### src/rtl/td_rf_seq.sv
// Sequencer for a tiny register file: timed write pulses, windowed reads that
// count high cycles on the asynchronous outputs A/B, and a timed clear.
module td_rf_seq #(
  parameter int unsigned DW       = 8,
  parameter int unsigned READ_WIN = 255,
  parameter int unsigned CLR_LEN  = 2
) (
  input  logic          clk_i,
  input  logic          rstb_i,
  input  logic          cmd_valid_i,
  output logic          cmd_ready_o,
  input  logic [1:0]    cmd_op_i,
  input  logic [2:0]    cmd_waddr_i,
  input  logic [DW-1:0] cmd_wdata_i,
  input  logic [2:0]    cmd_ra_i,
  input  logic [2:0]    cmd_rb_i,
  output logic          we_o,
  output logic [2:0]    w_o,
  output logic          fb_o,
  output logic          re_o,
  output logic [2:0]    ra_o,
  output logic [2:0]    rb_o,
  output logic          tdr_rstb_o,
  input  logic          a_i,
  input  logic          b_i,
  output logic          rsp_valid_o,
  input  logic          rsp_ready_i,
  output logic [DW-1:0] rsp_a_o,
  output logic [DW-1:0] rsp_b_o,
  output logic          rsp_ovf_o
);

  localparam int unsigned RWW = $clog2(READ_WIN + 1);
  localparam int unsigned CLW = $clog2(CLR_LEN + 1);
  localparam int unsigned TW0 = (DW > RWW) ? DW : RWW;
  localparam int unsigned TW  = (TW0 > CLW) ? TW0 : CLW;
  localparam logic [DW-1:0] CNT_MAX = '1;

  typedef enum logic [3:0] {
    S_IDLE, S_WSETUP, S_WPULSE, S_WHOLD, S_RSETUP, S_RPULSE, S_RDRAIN, S_RESP, S_CLR
  } state_t;

  state_t        state_q, state_d;
  logic [TW-1:0] tmr_q, tmr_d;
  logic [2:0]    cmd_waddr_q, cmd_waddr_d;
  logic [DW-1:0] cmd_wdata_q, cmd_wdata_d;
  logic [2:0]    cmd_ra_q, cmd_ra_d;
  logic [2:0]    cmd_rb_q, cmd_rb_d;
  logic [DW-1:0] cnt_a_q, cnt_a_d, cnt_b_q, cnt_b_d;
  logic          a_s1_q, a_s2_q, b_s1_q, b_s2_q;

  logic          cmd_ready_q, cmd_ready_d;
  logic          we_q, we_d, re_q, re_d, tdr_rstb_q, tdr_rstb_d;
  logic [2:0]    w_out_q, w_out_d, ra_out_q, ra_out_d, rb_out_q, rb_out_d;
  logic          rsp_valid_q, rsp_valid_d, rsp_ovf_q, rsp_ovf_d;
  logic [DW-1:0] rsp_a_q, rsp_a_d, rsp_b_q, rsp_b_d;
  logic          rsp_load;

  // Two-flop synchronizers for the asynchronous register-file outputs
  always_ff @(posedge clk_i or negedge rstb_i) begin
    if (!rstb_i) begin
      a_s1_q <= 1'b0;
      a_s2_q <= 1'b0;
      b_s1_q <= 1'b0;
      b_s2_q <= 1'b0;
    end else begin
      a_s1_q <= a_i;
      a_s2_q <= a_s1_q;
      b_s1_q <= b_i;
      b_s2_q <= b_s1_q;
    end
  end

  // Next state, timer, captured command and counters
  always_comb begin
    state_d     = state_q;
    tmr_d       = tmr_q;
    cmd_waddr_d = cmd_waddr_q;
    cmd_wdata_d = cmd_wdata_q;
    cmd_ra_d    = cmd_ra_q;
    cmd_rb_d    = cmd_rb_q;
    cnt_a_d     = cnt_a_q;
    cnt_b_d     = cnt_b_q;
    unique case (state_q)
      S_IDLE: begin
        if (cmd_valid_i && cmd_ready_q) begin
          cmd_waddr_d = cmd_waddr_i;
          cmd_wdata_d = cmd_wdata_i;
          cmd_ra_d    = cmd_ra_i;
          cmd_rb_d    = cmd_rb_i;
          case (cmd_op_i)
            2'b00:   state_d = S_WSETUP;
            2'b01:   state_d = S_RSETUP;
            2'b10: begin
              state_d = S_CLR;
              tmr_d   = TW'(CLR_LEN - 1);
            end
            default: state_d = S_IDLE;
          endcase
        end
      end
      S_WSETUP: begin
        if (cmd_wdata_q == '0) begin
          state_d = S_WHOLD;
        end else begin
          state_d = S_WPULSE;
          tmr_d   = TW'(cmd_wdata_q) - TW'(1);
        end
      end
      S_WPULSE: begin
        if (tmr_q == '0) state_d = S_WHOLD;
        else             tmr_d   = tmr_q - TW'(1);
      end
      S_WHOLD: state_d = S_IDLE;
      S_RSETUP: begin
        cnt_a_d = '0;
        cnt_b_d = '0;
        state_d = S_RPULSE;
        tmr_d   = TW'(READ_WIN - 1);
      end
      S_RPULSE, S_RDRAIN: begin
        if (a_s2_q && (cnt_a_q != CNT_MAX)) cnt_a_d = cnt_a_q + DW'(1);
        if (b_s2_q && (cnt_b_q != CNT_MAX)) cnt_b_d = cnt_b_q + DW'(1);
        if (tmr_q != '0) begin
          tmr_d = tmr_q - TW'(1);
        end else if (state_q == S_RPULSE) begin
          state_d = S_RDRAIN;
          tmr_d   = TW'(1);
        end else begin
          state_d = S_RESP;
        end
      end
      S_RESP: begin
        if (rsp_valid_q && rsp_ready_i) state_d = S_IDLE;
      end
      S_CLR: begin
        if (tmr_q == '0) state_d = S_IDLE;
        else             tmr_d   = tmr_q - TW'(1);
      end
      default: state_d = S_IDLE;
    endcase
  end

  // Output decode from the current state, registered one cycle later
  always_comb begin
    rsp_load    = (state_q == S_RESP) && !rsp_valid_q;
    cmd_ready_d = (state_d == S_IDLE);
    we_d        = (state_q == S_WPULSE);
    re_d        = (state_q == S_RPULSE);
    tdr_rstb_d  = (state_q != S_CLR);
    w_out_d     = (state_q == S_WSETUP) ? cmd_waddr_q : w_out_q;
    ra_out_d    = (state_q == S_RSETUP) ? cmd_ra_q : ra_out_q;
    rb_out_d    = (state_q == S_RSETUP) ? cmd_rb_q : rb_out_q;
    rsp_valid_d = (state_q == S_RESP) && !(rsp_valid_q && rsp_ready_i);
    rsp_a_d     = rsp_load ? cnt_a_q : rsp_a_q;
    rsp_b_d     = rsp_load ? cnt_b_q : rsp_b_q;
    rsp_ovf_d   = rsp_load ? ((cnt_a_q == CNT_MAX) || (cnt_b_q == CNT_MAX)) : rsp_ovf_q;
  end

  always_ff @(posedge clk_i or negedge rstb_i) begin
    if (!rstb_i) begin
      state_q     <= S_IDLE;
      tmr_q       <= '0;
      cmd_waddr_q <= '0;
      cmd_wdata_q <= '0;
      cmd_ra_q    <= '0;
      cmd_rb_q    <= '0;
      cnt_a_q     <= '0;
      cnt_b_q     <= '0;
      cmd_ready_q <= 1'b0;
      we_q        <= 1'b0;
      re_q        <= 1'b0;
      tdr_rstb_q  <= 1'b0;
      w_out_q     <= '0;
      ra_out_q    <= '0;
      rb_out_q    <= '0;
      rsp_valid_q <= 1'b0;
      rsp_a_q     <= '0;
      rsp_b_q     <= '0;
      rsp_ovf_q   <= 1'b0;
    end else begin
      state_q     <= state_d;
      tmr_q       <= tmr_d;
      cmd_waddr_q <= cmd_waddr_d;
      cmd_wdata_q <= cmd_wdata_d;
      cmd_ra_q    <= cmd_ra_d;
      cmd_rb_q    <= cmd_rb_d;
      cnt_a_q     <= cnt_a_d;
      cnt_b_q     <= cnt_b_d;
      cmd_ready_q <= cmd_ready_d;
      we_q        <= we_d;
      re_q        <= re_d;
      tdr_rstb_q  <= tdr_rstb_d;
      w_out_q     <= w_out_d;
      ra_out_q    <= ra_out_d;
      rb_out_q    <= rb_out_d;
      rsp_valid_q <= rsp_valid_d;
      rsp_a_q     <= rsp_a_d;
      rsp_b_q     <= rsp_b_d;
      rsp_ovf_q   <= rsp_ovf_d;
    end
  end

  assign cmd_ready_o = cmd_ready_q;
  assign we_o        = we_q;
  assign w_o         = w_out_q;
  assign fb_o        = 1'b0;
  assign re_o        = re_q;
  assign ra_o        = ra_out_q;
  assign rb_o        = rb_out_q;
  assign tdr_rstb_o  = tdr_rstb_q;
  assign rsp_valid_o = rsp_valid_q;
  assign rsp_a_o     = rsp_a_q;
  assign rsp_b_o     = rsp_b_q;
  assign rsp_ovf_o   = rsp_ovf_q;

endmodule
### config.mk
export PLATFORM = sky130hd
export DESIGN_NAME = td_rf_seq
export DESIGN_NICKNAME = d
export VERILOG_FILES = /design/src/rtl/td_rf_seq.sv
export SDC_FILE = /design/constraint.sdc
export NUM_CORES = 1
export LEC_CHECK = 0
export ABC_AREA = 1
export BUFFER_PORTS_ARGS = -buffer_cell sky130_fd_sc_hd__buf_2
export CELL_PAD_IN_SITES_DETAIL_PLACEMENT = 0
export CELL_PAD_IN_SITES_GLOBAL_PLACEMENT = 2
export CORE_MARGIN = 5
export CORE_UTILIZATION = 30
export CTS_BUF_LIST = sky130_fd_sc_hd__clkbuf_16
export DETAILED_ROUTE_END_ITERATION = 10
export PLACE_DENSITY = 0.84
export SKIP_LAST_GASP = 1
export SYNTH_ARGS = -nofsm -noshare
export SYNTH_HDL_FRONTEND = slang
export SYNTH_SLANG_ARGS = --single-unit
### constraint.sdc
create_clock -name clk_i -period 1.4 [get_ports clk_i]
set_input_delay 0.21 -clock clk_i [delete_from_list [all_inputs] [get_ports clk_i]]
set_output_delay 0.21 -clock clk_i [all_outputs]
set_load 0.005 [all_outputs]
## Word level (Yosys, flattened, before mapping)

Index checks and enable logic that the tools add are counted.

- Flip-flop bits (word level): 80
- Input bits: 25
- Output and inout bits: 32

- Add/sub/neg operators: 4
- Equality and inequality tests: 21
- Mux-type cells: 20
- Reduce and logical (&&, ||, !) cells: 23

Operator list:

| cell | number |
|---|---|
| $mux 8 | 8 |
| $pmux 8 s5 | 1 |
| $pmux 8 s2 | 2 |
| $pmux 4 s7 | 1 |
| $mux 4 | 5 |
| $add 8x1->8 const B | 2 |
| $eq 4x3->1 const B | 4 |
| $eq 8x8->1 const B | 2 |
| $logic_not 8->1 | 2 |
| $ne 8x8->1 const B | 2 |
| $sub 8x1->8 const B | 2 |
| $pmux 4 s3 | 1 |
| $ne 2x2->1 const B | 5 |
| $logic_not 4->1 | 2 |
| $reduce_bool 8->1 | 1 |
| $logic_and 1x1->1 | 6 |
| $reduce_and 2->1 | 3 |
| $reduce_and 6->1 | 1 |
| $reduce_bool 5->1 | 1 |
| $eq 4x1->1 const B | 1 |
| $eq 4x2->1 const B | 1 |
| $eq 4x4->1 const B | 1 |
| $ne 4x4->1 const B | 1 |
| $reduce_or 2->1 | 2 |
| other kinds (9) | 11 |

## Depth between registers and ports, before layout

- Word-level depth: 5
- Mapped depth: 11
- Gate-level depth less buffers: 11

## Worst setup path before layout

OpenSTA, ideal clock, no wires.

- Path type: register to register
- Start: register cmd_wdata_q[0]
- End: register tmr_q[0]
- Arrival: 1323 ps
- Data required time: 1284 ps
- Setup slack: -40 ps
- Stages on the path, launching flop included: 10
- Period minus slack after synthesis: 1440 ps
- Path through: dfrtp_1 -> inv_1 -> ha_1 -> nand3_1 -> nor3_1 -> inv_1 -> nand2_1 -> nor2_4 -> nand2_1 -> nand2_1

- Word-level cells in the longest chain between the ends: 3

RTL lines:

| element | RTL line | text |
|---|---|---|
| start, declared | 46 | `logic [DW-1:0] cmd_wdata_q, cmd_wdata_d;` |
| start signal, assigned | 185 | `cmd_wdata_q <= cmd_wdata_d;` |
| $sub 8x1->8 or $logic_not 8->1 (tied branches) | 107, 103 |  |
| $mux 8 or $ne 2x2->1 (tied branches) | - |  |
| $pmux 8 s5 or $reduce_and 6->1 (tied branches) | - |  |
| end signal, assigned | 183 | `tmr_q <= tmr_d;` |
| end, declared | 44 | `logic [TW-1:0] tmr_q, tmr_d;` |

Several ways; a longest one is shown, not always the timed one. The select of a mux whose other input is x is not followed.
A chain may end at the register's enable or synchronous reset.

## Final worst setup path

- Start: register state_q[3]
- End: register cnt_a_q[2]

- Word-level cells in the longest chain between the ends: 4

RTL lines:

| element | RTL line | text |
|---|---|---|
| start, declared | 43 | `state_t state_q, state_d;` |
| start signal, assigned | 182 | `state_q <= state_d;` |
| $eq 4x3->1 | 84 | `unique case (state_q)` |
| $reduce_or 2->1 | 84 |  |
| $ne 2x2->1 (no line) or $reduce_bool 2->1 (tied branches) | - |  |
| $reduce_and 2->1 (no line) | - |  |
| end signal, assigned | 188 | `cnt_a_q <= cnt_a_d;` |
| end, declared | 49 | `logic [DW-1:0] cnt_a_q, cnt_a_d, cnt_b_q, cnt_b_d;` |

Several ways; a longest one is shown, not always the timed one.

==> flow_results.org <==
** Route
- After detailed routing, the number of vias per cell comes to approximately 4.5.
- The routed layout has 3727 vias.
- First-pass iteration count of the detailed router :: 5
- Residual DRC :: 0
- First DRT Iteration DRCs :: 203
- DRT antenna net count :: 0
- Total routed wirelength :: between 10 and 15 mm
- After detailed routing, the average wire length per cell comes to about 13 um.

** Logic synthesis
- In this run, distinct cell masters in the synthesized netlist total 29.
- Mapped Nets :: 526
- The synthesized design contains 80 register bits.
- The synthesized netlist occupies a cell area of 0.00400 mm2.
- Sequential fraction of the synthesis area :: 50.0%
- Counting flops with an async set or reset pin after synthesis yields a share of 100%.
- Number of standard cells after synthesis :: 496
- Cell type with the largest total area after synthesis :: sky130_fd_sc_hd__dfrtp_1
- Counting flops with a built-in enable in the synthesized netlist gives 0.
- Post-synthesis average cell area :: 8.07 um2
- In the post-synthesis netlist, the biggest area contributors are sky130_fd_sc_hd__dfrtp_1, sky130_fd_sc_hd__nand2_1, sky130_fd_sc_hd__o21ai_0, sky130_fd_sc_hd__nand3_1, sky130_fd_sc_hd__inv_1.
- Yosys Warn Count :: 0
- Fraction of post-synthesis cell area in the top cell type by area :: 50.0%
- The most used flip-flop cell after synthesis is sky130_fd_sc_hd__dfrtp_1.

** GRT
- After global routing the overflow that remains totals 0.
- Across every metal layer, demand over resource in global routing totals roughly 13%.
- Entering global routing, the biggest net connects between 80 and 90 pins.
- Vias in the first global route :: 3858
- Global-route wire length before repair :: 17.7 mm
- The number of antenna violations at the first check in global routing is 0.

** Clock tree
- The later pin in the worst-skew pair is clocked with a latency of 0.34 ns.
- TritonCTS built the clock tree.
- Clock-pin slew was measured on the worst setup and hold paths at 0.06 ns.
- TritonCTS created 9 clock buffers.
- Maximum root-to-sink buffer count :: 2
- CTS Root Buffer Type :: sky130_fd_sc_hd__clkbuf_16
- H-tree levels :: 3
- Clk sinks :: 80

** Setup path
- Data arrival time of the worst path :: 1.85 ns
- Of all nets on the critical path, the largest fanout is 8.
- Nature of the critical path endpoint :: flip-flop
- Data required time of the critical path :: 1.67 ns
- Slowest library cell on the worst path :: sky130_fd_sc_hd__dfrtp_2
- Walking the worst path, the cells encountered are nor2_4, buf_6, inv_4, nor2_4, clkinv_4, buf_12, nand2_8, nand2_1, a21oi_2.
- The worst setup path is launched from a flip-flop.
- Critical setup path kind :: flip-flop to flip-flop
- For this run, the slowest stage of the critical path takes 0.46 ns.
- Among the stages of the critical path, the cell type that occurs most often is sky130_fd_sc_hd__nor2_4.

** Worst hold path
- Path type of the worst min-delay path :: primary input to flip-flop

** Die
- Die outline height :: between 100 and 150 um
- 57 I/O pins were placed.
- The die is 125 um wide.
- Row count :: 42
- The floorplan step defined a die boundary enclosing 0.0157 mm2.
- Once the floorplan was initialized, standard cells occupied 30.5% of the core.
- Core region area :: 0.0131 mm2

** Timing
- The hold violation count in the final report was 0.
- Setup repair after global routing missed its margin :: true
- Subtracting the final worst setup slack from the clock period gives 1.58 ns.
- Setup violations remaining at the end of the flow were counted as 54.
- Derived from the worst setup path, the maximum achievable clock frequency is between 600 and 700 MHz.
- For the final database, setup skew stands at 0.00574 ns.
- The number of slew-limit violations in the final report was 0.
- Final critical-path setup slack :: -0.183 ns
- The worst path uses 113% of the clock period.

** Cells and area
- Area Growth Syn to Fin :: 47.1%
- Diodes inserted :: 0
- Share of post-route cells with drive strength above 1 :: 39.8%
- Utilization after layout :: 44.8%
- Final layout net count :: 679
- The layout has 1308 filler cells.

** Place
- Post-detailed-placement half-perimeter wirelength :: 7.12 mm
- GP Congestion :: 0.807
- Port buffering added 55 buffers.

** Power and ir drop
- Switching power :: 4.27 mW
- Switching part of the total :: 39.0%
- Clk network pwr share :: about a fifth
- Summed over all cells, the static leakage comes to 3.00 nW.
- The design draws 10.9 mW.
- IR analysis of the VDD net gives a maximum drop of 810 uV.
- The internal power of the cells totals 6.66 mW.
- Of the total power, registers draw 30.0%.
- Power density of the placed cells :: 1860 mW/mm2
- Logic gate share of total power :: 49.1%

** Status
- The checks that failed: setup timing.
- Status :: finished with violations

** Job
- Across the run, the number of max-cap violations was 0.
[layout make-up]
type / count / area (um2) / area share [%]
multi-input combinational: 358 / 2060 / 35.0
clock inverter: 7 / 65.1 / 1.11
tap: 176 / 220 / 3.74
inverter: 52 / 205 / 3.49
sequential: 80 / 2010 / 34.1
timing repair buffer: 148 / 1100 / 18.8
clock buffer: 9 / 225 / 3.83
[sequential cells by signal, summed over array words and instances, names as in the netlist, 3 cells and up]
register / flops
state_q: 4
cnt_b_q: 8
cnt_a_q: 8
tmr_q: 8
rb_o: 3
w_o: 3
cmd_wdata_q: 8
rsp_b_o: 8
cmd_waddr_q: 3
rsp_a_o: 8
ra_o: 3
cmd_rb_q: 3
cmd_ra_q: 3
[power by group through the flow]
| stage | sequential [mW] | combinational [mW] | clock [mW] |
|---|---|---|---|
| detailed placement | 3.30 | 4.44 | 0 |
| global route | 3.35 | 6.01 | 2.47 |
| global placement | 3.28 | 4.42 | 0 |
| finish | 3.28 | 5.36 | 2.29 |
| CTS | 3.27 | 5.04 | 2.37 |
| floorplan | 3.31 | 2.64 | 0 |
[synth_stat cells, types with 2 or more instances]
| library cell | number |
|---|---|
| sky130_fd_sc_hd__nand2_4 | 5 |
| sky130_fd_sc_hd__nor2_2 | 8 |
| sky130_fd_sc_hd__nand3_4 | 2 |
| sky130_fd_sc_hd__o21ai_0 | 48 |
| sky130_fd_sc_hd__nand3_1 | 39 |
| sky130_fd_sc_hd__inv_2 | 6 |
| sky130_fd_sc_hd__nand3b_1 | 2 |
| sky130_fd_sc_hd__nand4_1 | 12 |
| sky130_fd_sc_hd__nand2_1 | 180 |
| sky130_fd_sc_hd__buf_6 | 3 |
| sky130_fd_sc_hd__nand2_2 | 3 |
| sky130_fd_sc_hd__a21oi_1 | 6 |
| sky130_fd_sc_hd__mux2_2 | 3 |
| sky130_fd_sc_hd__nor2_1 | 23 |
| sky130_fd_sc_hd__o21ai_1 | 2 |
| sky130_fd_sc_hd__inv_1 | 45 |
| sky130_fd_sc_hd__nor3_1 | 2 |
| sky130_fd_sc_hd__buf_4 | 2 |
| sky130_fd_sc_hd__xor2_1 | 4 |
| sky130_fd_sc_hd__ha_1 | 5 |
| sky130_fd_sc_hd__clkbuf_1 | 4 |
| sky130_fd_sc_hd__dfrtp_1 | 80 |
| sky130_fd_sc_hd__nor2_4 | 6 |
[what timing repair did]
| item | 4_1_cts | 5_1_grt |
|---|---|---|
| hold buffers | 3 | 0 |
| setup endpoints to repair | 39 | 52 |
| hold endpoints to repair | 82 | 0 |
| gates resized for setup | 46 | 79 |
| pin swaps | 23 | 19 |
| buffers inserted | 14 | 6 |
| gates cloned | 5 | 3 |
[placed cells by master (no fill, tap or decap)]
cell / synthesis / final
sky130_fd_sc_hd__a21oi_1: 6 / 2
sky130_fd_sc_hd__a21oi_2: 0 / 4
sky130_fd_sc_hd__buf_12: 0 / 4
sky130_fd_sc_hd__buf_2: 1 / 54
sky130_fd_sc_hd__buf_4: 2 / 73
sky130_fd_sc_hd__buf_6: 3 / 12
sky130_fd_sc_hd__buf_8: 0 / 1
sky130_fd_sc_hd__bufinv_16: 0 / 1
sky130_fd_sc_hd__clkbuf_16: 0 / 10
sky130_fd_sc_hd__clkinv_2: 0 / 1
sky130_fd_sc_hd__clkinv_4: 0 / 1
sky130_fd_sc_hd__clkinvlp_4: 0 / 3
sky130_fd_sc_hd__conb_1: 1 / 1
sky130_fd_sc_hd__dfrtp_1: 80 / 77
sky130_fd_sc_hd__dfrtp_2: 0 / 3
sky130_fd_sc_hd__dlygate4sd3_1: 0 / 3
sky130_fd_sc_hd__ha_1: 5 / 3
sky130_fd_sc_hd__ha_2: 0 / 2
sky130_fd_sc_hd__inv_1: 45 / 43
sky130_fd_sc_hd__inv_2: 6 / 8
sky130_fd_sc_hd__inv_4: 1 / 2
sky130_fd_sc_hd__mux2_2: 3 / 3
sky130_fd_sc_hd__nand2_1: 180 / 155
sky130_fd_sc_hd__nand2_2: 3 / 21
sky130_fd_sc_hd__nand2_4: 5 / 12
sky130_fd_sc_hd__nand2_8: 0 / 3
sky130_fd_sc_hd__nand3_1: 39 / 30
sky130_fd_sc_hd__nand3_2: 1 / 9
sky130_fd_sc_hd__nand3_4: 2 / 5
sky130_fd_sc_hd__nand3b_1: 2 / 2
sky130_fd_sc_hd__nand4_1: 12 / 12
sky130_fd_sc_hd__nor2_1: 23 / 19
sky130_fd_sc_hd__nor2_2: 8 / 7
sky130_fd_sc_hd__nor2_4: 6 / 11
sky130_fd_sc_hd__nor3_1: 2 / 1
sky130_fd_sc_hd__nor3_4: 0 / 1
sky130_fd_sc_hd__o21ai_0: 48 / 26
sky130_fd_sc_hd__o21ai_1: 2 / 16
sky130_fd_sc_hd__o21ai_2: 1 / 9
sky130_fd_sc_hd__xor2_1: 4 / 4
[cell families after synthesis]
| kind of cell | count (synthesis) | synth area share (%) |
|---|---|---|
| simple gates | 283 | 32.4 |
| flops | 80 | 50.0 |
| buf+inv | 63 | 7.00 |
| compound gates | 57 | 7.22 |
| fa+ha+maj | 5 | 1.56 |
| xor+xnor | 4 | 0.875 |
| mux | 3 | 0.844 |
| other cells | 1 | 0.0937 |
[per-stage QoR]
step | std cells | worst slack [ns] | setup TNS, ns | instance area, um2 | hold WS, ns
2_1_floorplan | 496 | -0.0100 | -0.0770 | 4010 | -0.0856
3_3_place_gp | 785 | -0.133 | -2.70 | 4970 | 0.270
3_5_place_dp | 785 | -0.157 | -2.95 | 4970 | 0.275
4_1_cts | 823 | -0.0908 | -1.52 | 5610 | 0.0608
5_1_grt | 830 | -0.312 | -10.84 | 5890 | 0.0620
6_report | 830 | -0.183 | -5.66 | 5890 | 0.0712
[metal layers]
layer	GRT usage [%]	vias to the layer above	wire (um)
met5	0	-	0
met4	3.19	0	102
met1	16.7	1727	4700
li1	-	1898	-
met2	23.0	90	5200
met3	3.97	12	574
[path summary, 6_finish.rpt]
check                                           from                    endpoint  slack [ns]  cells past startpoint
worst min register to register      a_s1_q$_DFF_PN0_            a_s2_q$_DFF_PN0_        0.36                      0
worst min-delay path                  cmd_wdata_i[3]  cmd_wdata_q[3]$_DFFE_PN0P_        0.07                      3
worst max-delay path            state_q[3]$_DFF_PN0_      cnt_a_q[2]$_DFFE_PN0P_       -0.18                      9
max in group asynchronous                     rstb_i        state_q[0]$_DFF_PN0_        0.62                      3
min in group asynchronous                     rstb_i      rsp_b_o[2]$_DFFE_PN0P_        0.45                      3
worst max register to register  state_q[3]$_DFF_PN0_      cnt_a_q[2]$_DFFE_PN0P_       -0.18                      9
[worst max-delay path, delay by kind of cell, from the launching register on]
family | cells | cell delay [ns]
simple gates | 4 | 0.47
flops | 1 | 0.46
buf+inv | 4 | 0.46
compound gates | 1 | 0.11
(Power assumes the default switching activity.)
